--- config.mk ---
export PLATFORM = sky130hd
export DESIGN_NAME = score_timer
export DESIGN_NICKNAME = d
export VERILOG_FILES = /design/src/rtl/score_timer.sv
export SDC_FILE = /design/constraint.sdc
export NUM_CORES = 1
export LEC_CHECK = 0
export BUFFER_PORTS_ARGS = -buffer_cell sky130_fd_sc_hd__buf_2
export CAP_MARGIN = 10
export CORE_MARGIN = 2
export CORE_UTILIZATION = 40
export CTS_CLUSTER_DIAMETER = 120
export CTS_CLUSTER_SIZE = 40
export DETAILED_ROUTE_END_ITERATION = 12
export GPL_TIMING_DRIVEN = 0
export SLEW_MARGIN = 30
export SYNTH_ARGS = -nofsm -noshare
export SYNTH_HDL_FRONTEND = slang
export SYNTH_SLANG_ARGS = --single-unit
--- constraint.sdc ---
create_clock -name clk -period 2 [get_ports clk]
set_input_delay 0.4 -clock clk [delete_from_list [all_inputs] [get_ports clk]]
set_output_delay 0.4 -clock clk [all_outputs]
set_load 0.05 [all_outputs]
--- src/rtl/score_timer.sv ---
// Whack-a-mole bookkeeping: BCD countdown timer, BCD miss counter and BCD hit score as eight display digits.
// Digits update one clk after a sampled pulse; no backpressure. Optional pause input under SCORE_TIMER_PAUSE_EN.
module score_timer #(
  parameter int TICKS_PER_SEC = 100000000,
  parameter int GAME_SECONDS  = 60
) (
  input  logic       clk,
  input  logic       rst_n,
  input  logic       start,
  input  logic       hit,
  input  logic       miss,
`ifdef SCORE_TIMER_PAUSE_EN
  input  logic       pause,
`endif
  output logic [3:0] display7,
  output logic [3:0] display6,
  output logic [3:0] display5,
  output logic [3:0] display4,
  output logic [3:0] display3,
  output logic [3:0] display2,
  output logic [3:0] display1,
  output logic [3:0] display0,
  output logic       running,
  output logic       game_over
);

  localparam int              PW        = $clog2(TICKS_PER_SEC);
  localparam logic [PW-1:0]   PRESC_MAX = PW'(TICKS_PER_SEC - 1);
  localparam logic [7:0]      GS_BCD    = {4'(GAME_SECONDS / 10), 4'(GAME_SECONDS % 10)};

  typedef enum logic [1:0] {ST_IDLE, ST_RUN, ST_OVER} state_t;

  state_t          r_state;
  state_t          w_state_nxt;
  logic            r_running;
  logic            r_game_over;
  logic            w_running_nxt;
  logic            w_over_nxt;
  logic [PW-1:0]   r_presc;
  logic [7:0]      r_tmr;
  logic [7:0]      r_miss;
  logic [15:0]     r_score;

  logic            w_pause;
  logic            w_active;
  logic            w_tick;
  logic            w_last;
  logic            w_load;
  logic [7:0]      w_tmr_dec;
  logic [7:0]      w_miss_inc;
  logic [15:0]     w_score_inc;

`ifdef SCORE_TIMER_PAUSE_EN
  assign w_pause = pause;
`else
  assign w_pause = 1'b0;
`endif

  assign w_active = (r_state == ST_RUN) && !w_pause;
  assign w_tick   = w_active && (r_presc == PRESC_MAX);
  assign w_last   = w_tick && (r_tmr == 8'h01);
  assign w_load   = start && (r_state != ST_RUN);

  // Timer never sits at 00 while running, so the tens borrow cannot underflow.
  assign w_tmr_dec = (r_tmr[3:0] == 4'd0) ? {r_tmr[7:4] - 4'd1, 4'd9}
                                          : {r_tmr[7:4], r_tmr[3:0] - 4'd1};

  assign w_miss_inc = (r_miss == 8'h99)      ? r_miss :
                      (r_miss[3:0] == 4'd9)  ? {r_miss[7:4] + 4'd1, 4'd0} :
                                               {r_miss[7:4], r_miss[3:0] + 4'd1};

  function automatic logic [15:0] bcd4_inc_sat(input logic [15:0] v);
    logic [15:0] r;
    logic        c;
    r = v;
    c = (v != 16'h9999);
    for (int i = 0; i < 4; i++) begin
      if (c) begin
        if (v[4*i +: 4] == 4'd9) begin
          r[4*i +: 4] = 4'd0;
        end else begin
          r[4*i +: 4] = v[4*i +: 4] + 4'd1;
          c = 1'b0;
        end
      end
    end
    return r;
  endfunction

  assign w_score_inc = bcd4_inc_sat(r_score);

  always_ff @(posedge clk or negedge rst_n) begin
    if (!rst_n) begin
      r_state     <= ST_IDLE;
      r_running   <= 1'b0;
      r_game_over <= 1'b0;
    end else begin
      r_state     <= w_state_nxt;
      r_running   <= w_running_nxt;
      r_game_over <= w_over_nxt;
    end
  end

  always_comb begin
    w_state_nxt = r_state;
    case (r_state)
      ST_IDLE, ST_OVER: if (start)  w_state_nxt = ST_RUN;
      ST_RUN:           if (w_last) w_state_nxt = ST_OVER;
      default:                      w_state_nxt = ST_IDLE;
    endcase
  end

  always_comb begin
    w_running_nxt = (w_state_nxt == ST_RUN);
    w_over_nxt    = (w_state_nxt == ST_OVER);
  end

  // start outranks hit/miss because load is only possible outside RUN.
  always_ff @(posedge clk or negedge rst_n) begin
    if (!rst_n) begin
      r_presc <= '0;
      r_tmr   <= GS_BCD;
      r_miss  <= '0;
      r_score <= '0;
    end else if (w_load) begin
      r_presc <= '0;
      r_tmr   <= GS_BCD;
      r_miss  <= '0;
      r_score <= '0;
    end else if (w_active) begin
      r_presc <= w_tick ? '0 : r_presc + PW'(1);
      if (w_tick) r_tmr   <= w_tmr_dec;
      if (hit)    r_score <= w_score_inc;
      if (miss)   r_miss  <= w_miss_inc;
    end
  end

  assign display7  = r_tmr[7:4];
  assign display6  = r_tmr[3:0];
  assign display5  = r_miss[7:4];
  assign display4  = r_miss[3:0];
  assign display3  = r_score[15:12];
  assign display2  = r_score[11:8];
  assign display1  = r_score[7:4];
  assign display0  = r_score[3:0];
  assign running   = r_running;
  assign game_over = r_game_over;

endmodule

Word-level counts from Yosys, hierarchy flattened
Index checks and enable logic that the tools add are counted.
- output and inout bits: 34
- bits in registers: 63
- input bits: 5
- add/sub/neg operators: 9
- reductions and logical operators: 24
- eq/ne operators: 15
- mux-type cells: 32
- operators with widths (kind ; number):
    27-bit 2-to-1 mux ; 3
    8-bit 2-to-1 mux ; 9
    16-bit 2-to-1 mux ; 3
    4-bit 2-to-1 mux ; 8
    27-bit by 1-bit adder with 27-bit output (second input constant) ; 1
    27-bit == test (second input constant) ; 1
    4-bit by 1-bit adder with 4-bit output (second input constant) ; 6
    4-bit == test (second input constant) ; 5
    2-bit nonzero test ; 10
    3-bit AND reduction ; 6
    16-bit inequality test (second input constant) ; 1
    8-bit by 1-bit == test with 1-bit output (second input constant) ; 1
    8-bit == test (second input constant) ; 1
    4-bit by 1-bit subtractor with 4-bit output (second input constant) ; 2
    1-bit 2-to-1 mux ; 6
    2-bit by 1-bit == test with 1-bit output (second input constant) ; 2
    2-bit == test (second input constant) ; 2
    4-bit zero test ; 1
    2-bit 2-to-1 mux ; 2
    2-bit case mux with 2 select lines ; 1
    4-bit AND reduction ; 1
    1-bit logical AND ; 3
    2-bit zero test ; 1
    2-bit by 1-bit inequality test with 1-bit output (second input constant) ; 1
    3 further kinds ; 3

Depth between registers and ports, before layout
- depth in word-level cells: 9
- mapped depth: 7
- gate-level depth less buffers: 7

Worst setup path after synthesis
No wires, ideal clock.
- path type: reg2reg
- from: reg r_score[0]
- to: reg r_score[10]
- cell stages (with the launch flop): 6
- library setup time: 78 ps
- arrival time: 2197 ps
- clock period less this slack: 2274 ps
- setup slack: -274 ps
- cells stage by stage: dfrtp_1 > ha_1 > and3b_1 > o2111ai_1 > or4b_2 > a21oi_1
- longest elaborated chain between the ends: 6
- elaborated cells between the ends (all ways): 7
- those cells by class: eq/ne (2); mux (3); reduce/logical (2)
- RTL lines (element ; line ; source):
    start, declared ; 42 ; logic [15:0] r_score;
    start signal, assigned ; 133 ; if (hit) r_score <= w_score_inc;
    4-bit == test ; 79 ; if (v[4*i +: 4] == 4'd9) begin
    1-bit 2-to-1 mux ; 79 ;
    1-bit 2-to-1 mux (*) (2 in a row) ; 78 ; if (c) begin
    2-bit nonzero test (no line) (*) ; n/a ;
    3-bit AND reduction (no line) (*) ; n/a ;
Mark *: on every way between the ends. The rest lies on a longest branch, timed or not.
A chain may end at the register's enable or synchronous reset.

Final worst setup path
- from: reg r_presc[0]
- to: reg r_tmr[0]
- longest elaborated chain between the ends: 4
- RTL lines (element ; line ; source):
    start, declared ; 39 ; logic [PW-1:0] r_presc;
    start signal, assigned ; 131 ; r_presc <= w_tick ? '0 : r_presc + PW'(1);
    27-bit == test ; 60 ; assign w_tick = w_active && (r_presc == PRESC_MAX);
    1-bit logical AND ; 60 ;
    2-bit nonzero test (no line) ; n/a ;
    2-bit AND reduction (no line) ; n/a ;
    end signal, assigned ; 132 ; if (w_tick) r_tmr <= w_tmr_dec;
    end, declared ; 40 ; logic [7:0] r_tmr;
No other way between the ends.

==> flow_summary.toml <==
[status]
status = "finished with violations"
failed_checks = "negative setup slack"

[timing]
rsz0062_at_grt = "true"
hold_ws_ns = 0.349
hold_viol_final = 0
tightestPinTransition_ns = 0.625
clock.fmax_mhz = 472
slew_violations = 0
setup_viol = 23
setup_ws_ns = -0.119
maxSlewHeadroom = 0.583
fin_worst_skew_ns = 0.0125
period_share = 1.06
min_period_ns = 2.12
fin_setup_tns_ns = -1.18

[final_layout]
nets = 496
area_growth_pct = 34.1
fin_area_um2 = 4870
num_antenna_cells = 0
drive_gt1_frac = 0.366
n_fill_cell = 782

[global_routing]
overflow = 0
grt_max_degree = 42
grt_usage = 0.191
antenna_found_initial = 0
grt_pass1_vias = 3147
grt_first_pass_wirelength_mm = 15.2

[synthesis]
avgSynthCellArea_um2 = 9.30
synth_top_area_share = 0.420
ys_ff_latch = 63
synthTopCellsByArea = "dfrtp_1 42%, ha_1 6.2%, a21oi_1 4.1%"
synth_edf_count = 0
syn_nets = 414
synthCells = 391
yosys_warnings = 0
yosysSeqAreaShare = 0.434
ys_types = 61
async_flop_share = 1.00
ys.flop_type = "dfrtp_1"
yosysTopAreaCell = "dfrtp_1"
syn_area_um2 = 3630

[place]
gp_congestion = 0.892
numPortBuffers = 38
place_area_um2 = 4020
pre_cts_ws_ns = -0.641
post-dp-hpwl_mm = 6.18

[cts]
cts_buffers = 9
clockBufferDepth = 2
clk_latency_ns = 0.35
cts.sinks = 63
cts_root_buffer = "clkbuf_8"
tritoncts = "yes"
cts.clk_slew.worst_paths_ns = 0.08
htree_levels = 3

[critical_path]
crit_start = "r_presc[0]$_DFFE_PN0P_"
r2r_cells = 8
cpMostUsedCell = "buf_6"
crit_chain = "ha_4 > nand4_1 > buf_6 > or3_4 > nor4_4 > buf_6 > nand3_2 > o211a_1"
worstSetupPathType = "register to register"
crit_arrival_ns = 2.36
max_stage_delay_ns = 0.40
r2r_start = "r_presc[0]$_DFFE_PN0P_"
cp_max_fo = 5
crit_required_ns = 2.24
critPathCaptureType = "register"
worst_path_max_delay_cell = "dfrtp_1"
cp-start-kind = "register"

[floorplan]
io_pins = 39
rows = 34
core-area_um2 = 8760
die_w_um = 99.3
die_area_um2 = 9870
dieHeight_um = 99.3
initial_core_util = 0.415

[run]
drv_cap = 0

[route]
drc = 0
viasPerCell = 5.82
post_drt_wl_per_cell_um = 16.9
firstDrtPassIters = 4
vias = 3410
postRouteAntennaNets = 0
drt_iter0_drc = 148
drt-total-wl_mm = 9.91

[power]
irDropWorstVdd_mv = 0.393
p_leak_nw = 2.21
power_density_nw_per_um2 = 886
fin_total_pwr_mw = 4.32

[hold_path]
worstHoldPathCells = 3
hp-class = "primary input to register"
hold_start = "miss"
path summary, 6_finish.rpt:
check | end | slack, ns
worst max-delay path | r_tmr[0]$_DFFE_PN0P_ | -0.12
worst min-delay path | r_miss[2]$_DFFE_PN0P_ | 0.35
worst max register to register | r_tmr[0]$_DFFE_PN0P_ | -0.12
worst min register to register | r_presc[26]$_DFFE_PN0P_ | 0.50
max in group asynchronous | r_tmr[5]$_DFFE_PN1P_ | 0.92
min in group asynchronous | r_score[5]$_DFFE_PN0P_ | 0.48
cell usage in the layout (no fill, tap or decap), types with 15 or more instances in the layout:
| cell | instances |
|---|---|
| ha_1 | 16 |
| nand3_1 | 24 |
| nand4_1 | 15 |
| nand2_1 | 32 |
| a21oi_1 | 18 |
| buf_2 | 37 |
| buf_4 | 27 |
| nor2_1 | 29 |
| o21ai_0 | 19 |
| a31oi_1 | 20 |
| inv_1 | 15 |
| dfrtp_1 | 47 |
registers in the layout, indices dropped and copies added (netlist names):
signal,cells
r_presc,27
r_score,16
r_miss,8
r_tmr,8
r_state,2
game_over,1
running,1
what timing repair did:
action	in CTS	in global routing
buffers inserted	13	15
cloned	2	4
gates resized for setup	31	61
pin swaps	5	22
endpoints found under the setup margin	43	51
hold buffers	1	0
hold endpoints to repair	22	0
per-layer routing:
| layer | part of all wire | track usage | up-vias |
|---|---|---|---|
| met3 | 0.046 | 0.0295 | 26 |
| met1 | 0.45 | 0.248 | 1675 |
| met4 | 0.024 | 0.0959 | 0 |
| met2 | 0.48 | 0.311 | 81 |
| li1 | - | - | 1628 |
| met5 | 0 | 0 | - |
Yosys cell counts (5+ instances only):
| master | n |
|---|---|
| dfrtp_1 | 61 |
| nand2_1 | 33 |
| nor2_1 | 32 |
| a21oi_1 | 30 |
| nand3_1 | 25 |
| o21ai_0 | 24 |
| a31oi_1 | 21 |
| ha_1 | 18 |
| inv_1 | 15 |
| nand4_1 | 15 |
| clkbuf_1 | 11 |
| nor3_1 | 8 |
| mux2i_1 | 7 |
| nand3b_1 | 6 |
| and3_1 | 5 |
metrics by stage:
step | std cells | util
floorplan | 391 | -
global placement | 537 | 0.456
detailed placement | 538 | 0.459
CTS | 568 | 0.510
global route | 586 | 0.556
finish | 586 | 0.556
kinds of logic after synthesis:
kind of cell	after synthesis	share of synthesized area
xor gates and xnor gates	5	0.0120
muxes	9	0.0255
adders and majority gates	18	0.0620
DFF	63	0.434
buffers and inverters	30	0.0382
AOI/OAI and AO/OA	101	0.173
and+or+nand+nor	165	0.255
worst max-delay path, delay by kind of cell (launching register included):
kind / cells / cell delay, ns
adder cells (fa/ha/maj): 1 / 0.17
buffers and inverters: 2 / 0.33
flip-flops: 1 / 0.40
AND/OR/NAND/NOR: 4 / 0.89
AO/OA/AOI/OAI: 1 / 0.21
final cells by class:
cell class              count  area [um^2]  area share
multi-input cells         299         2220       0.455
flip-flops and latches     63         1600       0.328
clock buffers              11          141      0.0290
well taps                 108          135      0.0277
inverters                  15         56.3      0.0116
plain buffers              12          115      0.0236
clock inverters             5         81.3      0.0167
repair buffers             73          533       0.109
power breakdown:
group	internal, mW	switching, mW	leakage [nW]
combinational	0.487	0.810	1.29
clock	0.737	0.549	0.110
sequential	1.47	0.264	0.814
Power figures use the tool's default switching activity.
